==> src/rtl/instr_loader_pkg.sv <==
// Shared defaults, program-entry layout and FSM state encoding for the instruction loader.
package instr_loader_pkg;

  localparam int DEF_DATA_W  = 32;
  localparam int DEF_ADDR_W  = 4;
  localparam int DEF_HOPS_W  = 4;
  localparam int DEF_DEPTH   = 64;
  localparam int DEF_TIMEOUT = 1024;

  typedef struct packed {
    logic [DEF_HOPS_W-1:0] hops;
    logic [DEF_ADDR_W-1:0] addr;
    logic [DEF_DATA_W-1:0] data;
  } instr_entry_t;

  typedef enum logic [2:0] {
    ST_IDLE,
    ST_ISSUE,
    ST_CALL,
    ST_WAIT_RET,
    ST_DONE
  } state_t;

endpackage

==> src/rtl/instr_loader_if.sv <==
// Program-load, run-control and row-instruction signals between the loader, its host and the fabric row.
interface instr_loader_if
  import instr_loader_pkg::*;
#(
  parameter int INSTR_DATA_WIDTH = DEF_DATA_W,
  parameter int INSTR_ADDR_WIDTH = DEF_ADDR_W,
  parameter int INSTR_HOPS_WIDTH = DEF_HOPS_W,
  parameter int DEPTH            = DEF_DEPTH
);
  localparam int LEN_WIDTH = $clog2(DEPTH + 1);
  localparam int ENTRY_W   = INSTR_HOPS_WIDTH + INSTR_ADDR_WIDTH + INSTR_DATA_WIDTH;

  logic                        prog_wr_en;
  logic [$clog2(DEPTH)-1:0]    prog_wr_addr;
  logic [ENTRY_W-1:0]          prog_wr_data;
  logic                        start;
  logic [LEN_WIDTH-1:0]        prog_len;
  logic                        busy;
  logic                        done;
  logic                        error;
  logic [INSTR_DATA_WIDTH-1:0] instr_data_out;
  logic [INSTR_ADDR_WIDTH-1:0] instr_addr_out;
  logic [INSTR_HOPS_WIDTH-1:0] instr_hops_out;
  logic                        instr_en_out;
  logic                        call;
  logic                        ret;

  modport slave (
    input  prog_wr_en, prog_wr_addr, prog_wr_data, start, prog_len, ret,
    output busy, done, error, instr_data_out, instr_addr_out, instr_hops_out, instr_en_out, call
  );

  modport master (
    output prog_wr_en, prog_wr_addr, prog_wr_data, start, prog_len, ret,
    input  busy, done, error, instr_data_out, instr_addr_out, instr_hops_out, instr_en_out, call
  );

endinterface

==> src/rtl/instr_loader_mem.sv <==
// Program buffer: one write port, one registered read port with write-first forwarding on address collision.
module instr_loader_mem #(
  parameter int WIDTH = 40,
  parameter int DEPTH = 64,
  localparam int AW   = $clog2(DEPTH)
) (
  input  logic             clk,
  input  logic             i_we,
  input  logic [AW-1:0]    i_waddr,
  input  logic [WIDTH-1:0] i_wdata,
  input  logic [AW-1:0]    i_raddr,
  output logic [WIDTH-1:0] o_rdata
);

  logic [WIDTH-1:0] r_mem [DEPTH];
  logic [WIDTH-1:0] r_rdata;

  always_ff @(posedge clk) begin
    if (i_we) r_mem[i_waddr] <= i_wdata;
  end

  // A run starting in the same cycle as a write to entry 0 must see the new word.
  always_ff @(posedge clk) begin
    r_rdata <= (i_we && (i_waddr == i_raddr)) ? i_wdata : r_mem[i_raddr];
  end

  assign o_rdata = r_rdata;

endmodule

==> src/rtl/instr_loader.sv <==
// Instruction loader: streams the stored program into one fabric row, pulses call, then waits for ret.
// Define INSTR_LOADER_TIMEOUT_EN to add the ret watchdog and the sticky error flag.
module instr_loader
  import instr_loader_pkg::*;
#(
  parameter int INSTR_DATA_WIDTH = DEF_DATA_W,
  parameter int INSTR_ADDR_WIDTH = DEF_ADDR_W,
  parameter int INSTR_HOPS_WIDTH = DEF_HOPS_W,
  parameter int DEPTH            = DEF_DEPTH,
  parameter int TIMEOUT_CYCLES   = DEF_TIMEOUT
) (
  input logic          clk,
  input logic          rst,
  instr_loader_if.slave bus
);

  localparam int AW        = $clog2(DEPTH);
  localparam int LEN_WIDTH = $clog2(DEPTH + 1);
  localparam int DW        = INSTR_DATA_WIDTH;
  localparam int EW        = INSTR_HOPS_WIDTH + INSTR_ADDR_WIDTH + INSTR_DATA_WIDTH;
  localparam logic [LEN_WIDTH-1:0] LP_DEPTH = LEN_WIDTH'(DEPTH);

  state_t                      r_state, w_next;
  logic [LEN_WIDTH-1:0]        r_len, r_cnt, w_len_clip;
  logic                        w_start_acc, w_we, w_issue, w_timeout;
  logic [AW-1:0]               w_raddr;
  logic [EW-1:0]               w_rdata;
  logic                        r_en;
  logic [INSTR_DATA_WIDTH-1:0] r_data;
  logic [INSTR_ADDR_WIDTH-1:0] r_addr;
  logic [INSTR_HOPS_WIDTH-1:0] r_hops;

  assign w_len_clip  = (bus.prog_len > LP_DEPTH) ? LP_DEPTH : bus.prog_len;
  assign w_start_acc = (r_state == ST_IDLE) && bus.start;
  assign w_we        = (r_state == ST_IDLE) && bus.prog_wr_en;
  assign w_issue     = (r_state == ST_ISSUE) && (r_cnt != r_len);
  // Read one entry ahead: the word for r_cnt is already in the read register.
  assign w_raddr     = (r_state == ST_ISSUE) ? (AW'(r_cnt) + 1'b1) : '0;

  instr_loader_mem #(
    .WIDTH (EW),
    .DEPTH (DEPTH)
  ) u_mem (
    .clk     (clk),
    .i_we    (w_we),
    .i_waddr (bus.prog_wr_addr),
    .i_wdata (bus.prog_wr_data),
    .i_raddr (w_raddr),
    .o_rdata (w_rdata)
  );

  always_ff @(posedge clk or posedge rst) begin
    if (rst) r_state <= ST_IDLE;
    else     r_state <= w_next;
  end

  always_comb begin
    w_next = r_state;
    case (r_state)
      ST_IDLE:     if (bus.start) w_next = (w_len_clip == '0) ? ST_CALL : ST_ISSUE;
      ST_ISSUE:    if (r_cnt == r_len) w_next = ST_CALL;
      ST_CALL:     w_next = ST_WAIT_RET;
      ST_WAIT_RET: if (bus.ret || w_timeout) w_next = ST_DONE;
      ST_DONE:     w_next = ST_IDLE;
      default:     w_next = ST_IDLE;
    endcase
  end

  always_ff @(posedge clk or posedge rst) begin
    if (rst) begin
      r_len <= '0;
      r_cnt <= '0;
    end else if (w_start_acc) begin
      r_len <= w_len_clip;
      r_cnt <= '0;
    end else if (w_issue) begin
      r_cnt <= r_cnt + 1'b1;
    end
  end

  always_ff @(posedge clk or posedge rst) begin
    if (rst) begin
      r_en   <= 1'b0;
      r_data <= '0;
      r_addr <= '0;
      r_hops <= '0;
    end else begin
      r_en   <= w_issue;
      r_data <= w_issue ? w_rdata[DW-1:0] : '0;
      r_addr <= w_issue ? w_rdata[DW +: INSTR_ADDR_WIDTH] : '0;
      r_hops <= w_issue ? w_rdata[EW-1 -: INSTR_HOPS_WIDTH] : '0;
    end
  end

`ifdef INSTR_LOADER_TIMEOUT_EN
  localparam int TW = $clog2(TIMEOUT_CYCLES + 1);
  logic [TW-1:0] r_to;
  logic          r_error;

  assign w_timeout = (r_to == TW'(TIMEOUT_CYCLES - 1));

  // error survives DONE/IDLE so the host can read it after the run ends.
  always_ff @(posedge clk or posedge rst) begin
    if (rst) begin
      r_to    <= '0;
      r_error <= 1'b0;
    end else begin
      r_to <= (r_state == ST_WAIT_RET) ? r_to + 1'b1 : '0;
      if (w_start_acc)
        r_error <= 1'b0;
      else if ((r_state == ST_WAIT_RET) && !bus.ret && w_timeout)
        r_error <= 1'b1;
    end
  end

  assign bus.error = r_error;
`else
  logic unused_timeout;
  assign unused_timeout = ^TIMEOUT_CYCLES;
  assign w_timeout      = 1'b0;
  assign bus.error      = 1'b0;
`endif

  assign bus.busy           = (r_state != ST_IDLE);
  assign bus.done           = (r_state == ST_DONE);
  assign bus.call           = (r_state == ST_CALL);
  assign bus.instr_en_out   = r_en;
  assign bus.instr_data_out = r_data;
  assign bus.instr_addr_out = r_addr;
  assign bus.instr_hops_out = r_hops;

endmodule

==> src/flat_wrapper.sv <==
// flat-port wrapper written by rule: the top's interface ports become plain ports
module instr_loader_flat import instr_loader_pkg::*;
#(
  parameter int INSTR_DATA_WIDTH = DEF_DATA_W,
  parameter int INSTR_ADDR_WIDTH = DEF_ADDR_W,
  parameter int INSTR_HOPS_WIDTH = DEF_HOPS_W,
  parameter int DEPTH            = DEF_DEPTH,
  parameter int TIMEOUT_CYCLES   = DEF_TIMEOUT
)
  (clk, rst, bus_prog_wr_en, bus_prog_wr_addr, bus_prog_wr_data, bus_start, bus_prog_len, bus_ret, bus_busy, bus_done, bus_error, bus_instr_data_out, bus_instr_addr_out, bus_instr_hops_out, bus_instr_en_out, bus_call);
  instr_loader_if #(.INSTR_DATA_WIDTH(INSTR_DATA_WIDTH), .INSTR_ADDR_WIDTH(INSTR_ADDR_WIDTH), .INSTR_HOPS_WIDTH(INSTR_HOPS_WIDTH), .DEPTH(DEPTH)) bus_i ();
  input logic clk;
  input logic rst;
  input wire logic [$bits(bus_i.prog_wr_en)-1:0] bus_prog_wr_en;
  input wire logic [$bits(bus_i.prog_wr_addr)-1:0] bus_prog_wr_addr;
  input wire logic [$bits(bus_i.prog_wr_data)-1:0] bus_prog_wr_data;
  input wire logic [$bits(bus_i.start)-1:0] bus_start;
  input wire logic [$bits(bus_i.prog_len)-1:0] bus_prog_len;
  input wire logic [$bits(bus_i.ret)-1:0] bus_ret;
  output wire logic [$bits(bus_i.busy)-1:0] bus_busy;
  output wire logic [$bits(bus_i.done)-1:0] bus_done;
  output wire logic [$bits(bus_i.error)-1:0] bus_error;
  output wire logic [$bits(bus_i.instr_data_out)-1:0] bus_instr_data_out;
  output wire logic [$bits(bus_i.instr_addr_out)-1:0] bus_instr_addr_out;
  output wire logic [$bits(bus_i.instr_hops_out)-1:0] bus_instr_hops_out;
  output wire logic [$bits(bus_i.instr_en_out)-1:0] bus_instr_en_out;
  output wire logic [$bits(bus_i.call)-1:0] bus_call;
  assign bus_i.prog_wr_en = bus_prog_wr_en;
  assign bus_i.prog_wr_addr = bus_prog_wr_addr;
  assign bus_i.prog_wr_data = bus_prog_wr_data;
  assign bus_i.start = bus_start;
  assign bus_i.prog_len = bus_prog_len;
  assign bus_i.ret = bus_ret;
  assign bus_busy = bus_i.busy;
  assign bus_done = bus_i.done;
  assign bus_error = bus_i.error;
  assign bus_instr_data_out = bus_i.instr_data_out;
  assign bus_instr_addr_out = bus_i.instr_addr_out;
  assign bus_instr_hops_out = bus_i.instr_hops_out;
  assign bus_instr_en_out = bus_i.instr_en_out;
  assign bus_call = bus_i.call;
  instr_loader #(.INSTR_DATA_WIDTH(INSTR_DATA_WIDTH), .INSTR_ADDR_WIDTH(INSTR_ADDR_WIDTH), .INSTR_HOPS_WIDTH(INSTR_HOPS_WIDTH), .DEPTH(DEPTH), .TIMEOUT_CYCLES(TIMEOUT_CYCLES)) u_core (.clk(clk), .rst(rst), .bus(bus_i));
endmodule
==> config.mk <==
export PLATFORM = sky130hd
export DESIGN_NAME = instr_loader_flat
export DESIGN_NICKNAME = d
export VERILOG_FILES = /design/src/rtl/instr_loader_pkg.sv /design/src/rtl/instr_loader_if.sv /design/src/rtl/instr_loader_mem.sv /design/src/rtl/instr_loader.sv /design/src/flat_wrapper.sv
export SDC_FILE = /design/constraint.sdc
export NUM_CORES = 2
export LEC_CHECK = 0
export CAP_MARGIN = 20
export CORE_UTILIZATION = 30
export DETAILED_ROUTE_END_ITERATION = 12
export PLACE_DENSITY = 0.55
export RECOVER_POWER = 100
export SYNTH_ARGS = -nofsm -noshare
export SYNTH_HDL_FRONTEND = slang
export SYNTH_HIERARCHICAL = 1
export SYNTH_SLANG_ARGS = --single-unit
==> constraint.sdc <==
create_clock -name clk -period 6.24 [get_ports clk]
set_input_delay 1.248 -clock clk [delete_from_list [all_inputs] [get_ports clk]]
set_output_delay 1.248 -clock clk [all_outputs]
set_load 0.01 [all_outputs]
==> impl_results.md <==
- Vias per inst: 5.07
- Width of the chip: 578 um
- Slew at the pin closest to its max-slew limit: 3870 ps
- Vias in the first global route: 48.1k
- Main combinational cell family by area after synthesis: multiplexers
- Die Y: 578 um
- # rows: 211
- Dpl hpwl: 152000 um
- R2R depth: 6
- CTS Hold Bufs: 0
- WHS: 506 ps
- Fraction of the mapped netlist area in compound gates: 2.76%
- Post-synth EDFFs: 2560
- CP Capture Type: flip-flop
- Arr. time, crit path: 5590 ps
- Final hold violations: 0
- Failing checks: max-capacitance violations, max-slew violations
- Comb power frac: 20.4%
- Tot GR Track Use: 15.4%
- Initial antenna violation count: 20
- Power Internal: 32.8 mW
- Design Area, Final: 115000 sq um
- Num CTS Buffers: 272
- Initial Util: 30.1%
- Gpl congestion: 0.802
- Register area share after synthesis: 78.9%
- Layout area overhead: 15.1%
- Post-synthesis mux area share: 15.4%
- DRC viols: 0
- Clk pwr share: 35.2%
- XOR/XNOR Fraction of Synth Area: 0.0968%
- Routed metal-1 wire length: 112000 um
- Max Slew Vio Count: 4086
- Gate Count Post-Synth: 4358
- Hold path cells: 1
- Post-Syn Nets: 4417
- Final core occ: 34.7%
- Ys flop type: edfxtp_1
- Initial DRC count: 4525
- Post-Route WL: 262000 um
- Remaining global-route overflow: 0
- Tcrit/Tclk final: 83.5%
- Crit path time final: 5210 ps
- Avg Cell Area, Syn: 22.8 sq um
- Pleak: 34.0 nW
- Sw Share: 26.9%
- Fin Clk Skew: 40.5 ps
- Placed cell count: 8744
- CTS tree: built
- Core area: 330000 sq um
- Sequential power share: 44.4%
- Routed vias: 46.7k
- FILL cells: 30.4k
- Final #Nets: 4713
- Number of top-level pins: 103
- WP data required: 6620 ps
- Top layer in use: met5
- Final setup fails: 0
- Yosys warns: 6
- Area of the mapped netlist: 99500 sq um
- Max IR drop VDD: 284 uV
- Met2 wire len: 127000 um
- Commonest non-fill, non-tap cells in the layout: 2560 x edfxtp_1, 608 x mux4_2, 279 x clkbuf_16
- Worst rel slew slack: -158%
- Startpoint Class: input port
- Max-cap violations: 84
- Setup ws final: 1030 ps
- RSZ-0062 raised after global routing: no
- Pre-CTS setup slack: 1630 ps
- Synth Register Bits: 2624
- Crit-path max FO: 40
- Post-synthesis adder-cell area fraction: 0.0126%
- Post-route ant nets: 0
- Bufs on Longest Clock Path: 4
- Simple-gate portion of the synthesized area: 1.56%
- Share of cells above drive strength 1: 25.0%
- Status: finished with violations
- Power density over cell area: 392 nW/um^2
- Most common cell after layout, fill and taps aside: edfxtp_1
- I/O Buffers: 101
- Post-CTS setup buffer count: 0
- Wire per inst: 28.4 um
- Layout Cells excl Fill: 9226
- DRT Pass-1 Iters: 5
- Cell Area, Placed: 106000 sq um
- WS Path Type: input port to flip-flop
- Setup_tns: 0 ps
- Hold crit path type: flip-flop to flip-flop
- Clk_lat worst skew: 860 ps
- CTS H-tree lvls: 5
- Clock slew at reported path FFs: 60 ps
- Count of cell types in the netlist: 48
- Fmax: 192 MHz
- Pin count of the biggest net entering global routing: 105
- Ys async rst share: 2.21%
- Clock sink total: 2624
- Net switching power: 12.1 mW
- Post_cts resized: 0
- Met3 Wirelength: 14700 um
- DIE AREA: 334000 sq um
- First-pass GRT wire length: 370000 um
- Tot Pwr: 44.8 mW
- CTS Root Cell: clkbuf_16
-- cells by family after synthesis --
kind of cell | after synthesis
flip-flops | 2624
multiplexers | 762
AO/OA/AOI/OAI | 401
AND/OR/NAND/NOR | 305
buffers and inverters | 253
XOR/XNOR | 11
adder cells (fa/ha/maj) | 1
other | 1
-- cells in the mapped netlist, drive strengths merged, types with 30 or more instances --
master	instances	area [sq um]
edfxtp	2560	76900
mux4	608	13700
buf	166	1010
o22ai	144	901
mux2i	115	1150
nor2	104	390
clkbuf	84	315
a21oi	68	340
dfrtp	58	1450
and2	45	282
o221ai	42	368
mux2	39	439
nand2	37	139
nor4	35	219
a221oi	34	298
o21ai	30	150
-- state kept, by name, summed over array words and instances, names as in the netlist, named ones only --
name / count
u_core/u_mem/r_mem: 2560
u_core/bus.instr_data_out: 32
u_core/r_cnt: 7
u_core/r_len: 7
u_core/bus.instr_addr_out: 4
u_core/bus.instr_hops_out: 4
u_core/r_state: 3
u_core/bus.instr_en_out: 1
-- area by class of cell --
class | instances | area (sq um) | share of cell area (%)
timing repair buffer | 272 | 1930 | 1.68
inverter | 3 | 12.5 | 0.0109
sequential | 2624 | 78500 | 68.5
tap | 4366 | 5460 | 4.77
clock buffer | 346 | 7280 | 6.36
antenna | 9 | 22.5 | 0.0197
multi-input combinational | 1481 | 20100 | 17.5
clock inverter | 125 | 1250 | 1.09
-- critical path: stages --
cell and delay [ps]:
clkdlybuf4s50_1 460, and2_0 450, nand3_1 490, clkbuf_1 520
nor2_4 200, clkbuf_1 2140
-- power groups by stage --
stage	sequential [mW]	clock [mW]	combinational, mW
floorplan	20.0	0	6.29
global placement	20.2	0	9.34
detailed placement	20.2	0	9.39
CTS	19.9	16.1	9.42
global route	19.9	16.8	9.67
finish	19.9	15.8	9.14
-- final timing paths --
kind | startpoint | to | slack (ps)
hold reg to reg | u_core/r_cnt[6] | u_core/r_cnt[6] | 510
max in group asynchronous | rst | u_core/bus.instr_data_out[27] | 4040
hold / removal | u_core/r_cnt[6] | u_core/r_cnt[6] | 510
min in group asynchronous | rst | u_core/bus.instr_data_out[15] | 890
setup / recovery | bus_prog_wr_en | u_core/u_mem/r_mem[17][26] | 1030
setup reg to reg | u_core/r_state[0] | u_core/u_mem/r_mem[17][26] | 1080
-- per-layer routing --
| layer | up-vias | track usage, % |
|---|---|---|
| met3 | 350 | 2.27 |
| met2 | 1551 | 25.2 |
| li1 | 19200 | - |
| met5 | - | 0 |
| met1 | 25600 | 21.1 |
| met4 | 6 | 5.18 |
No activity file was read; power rests on OpenSTA's default activity.
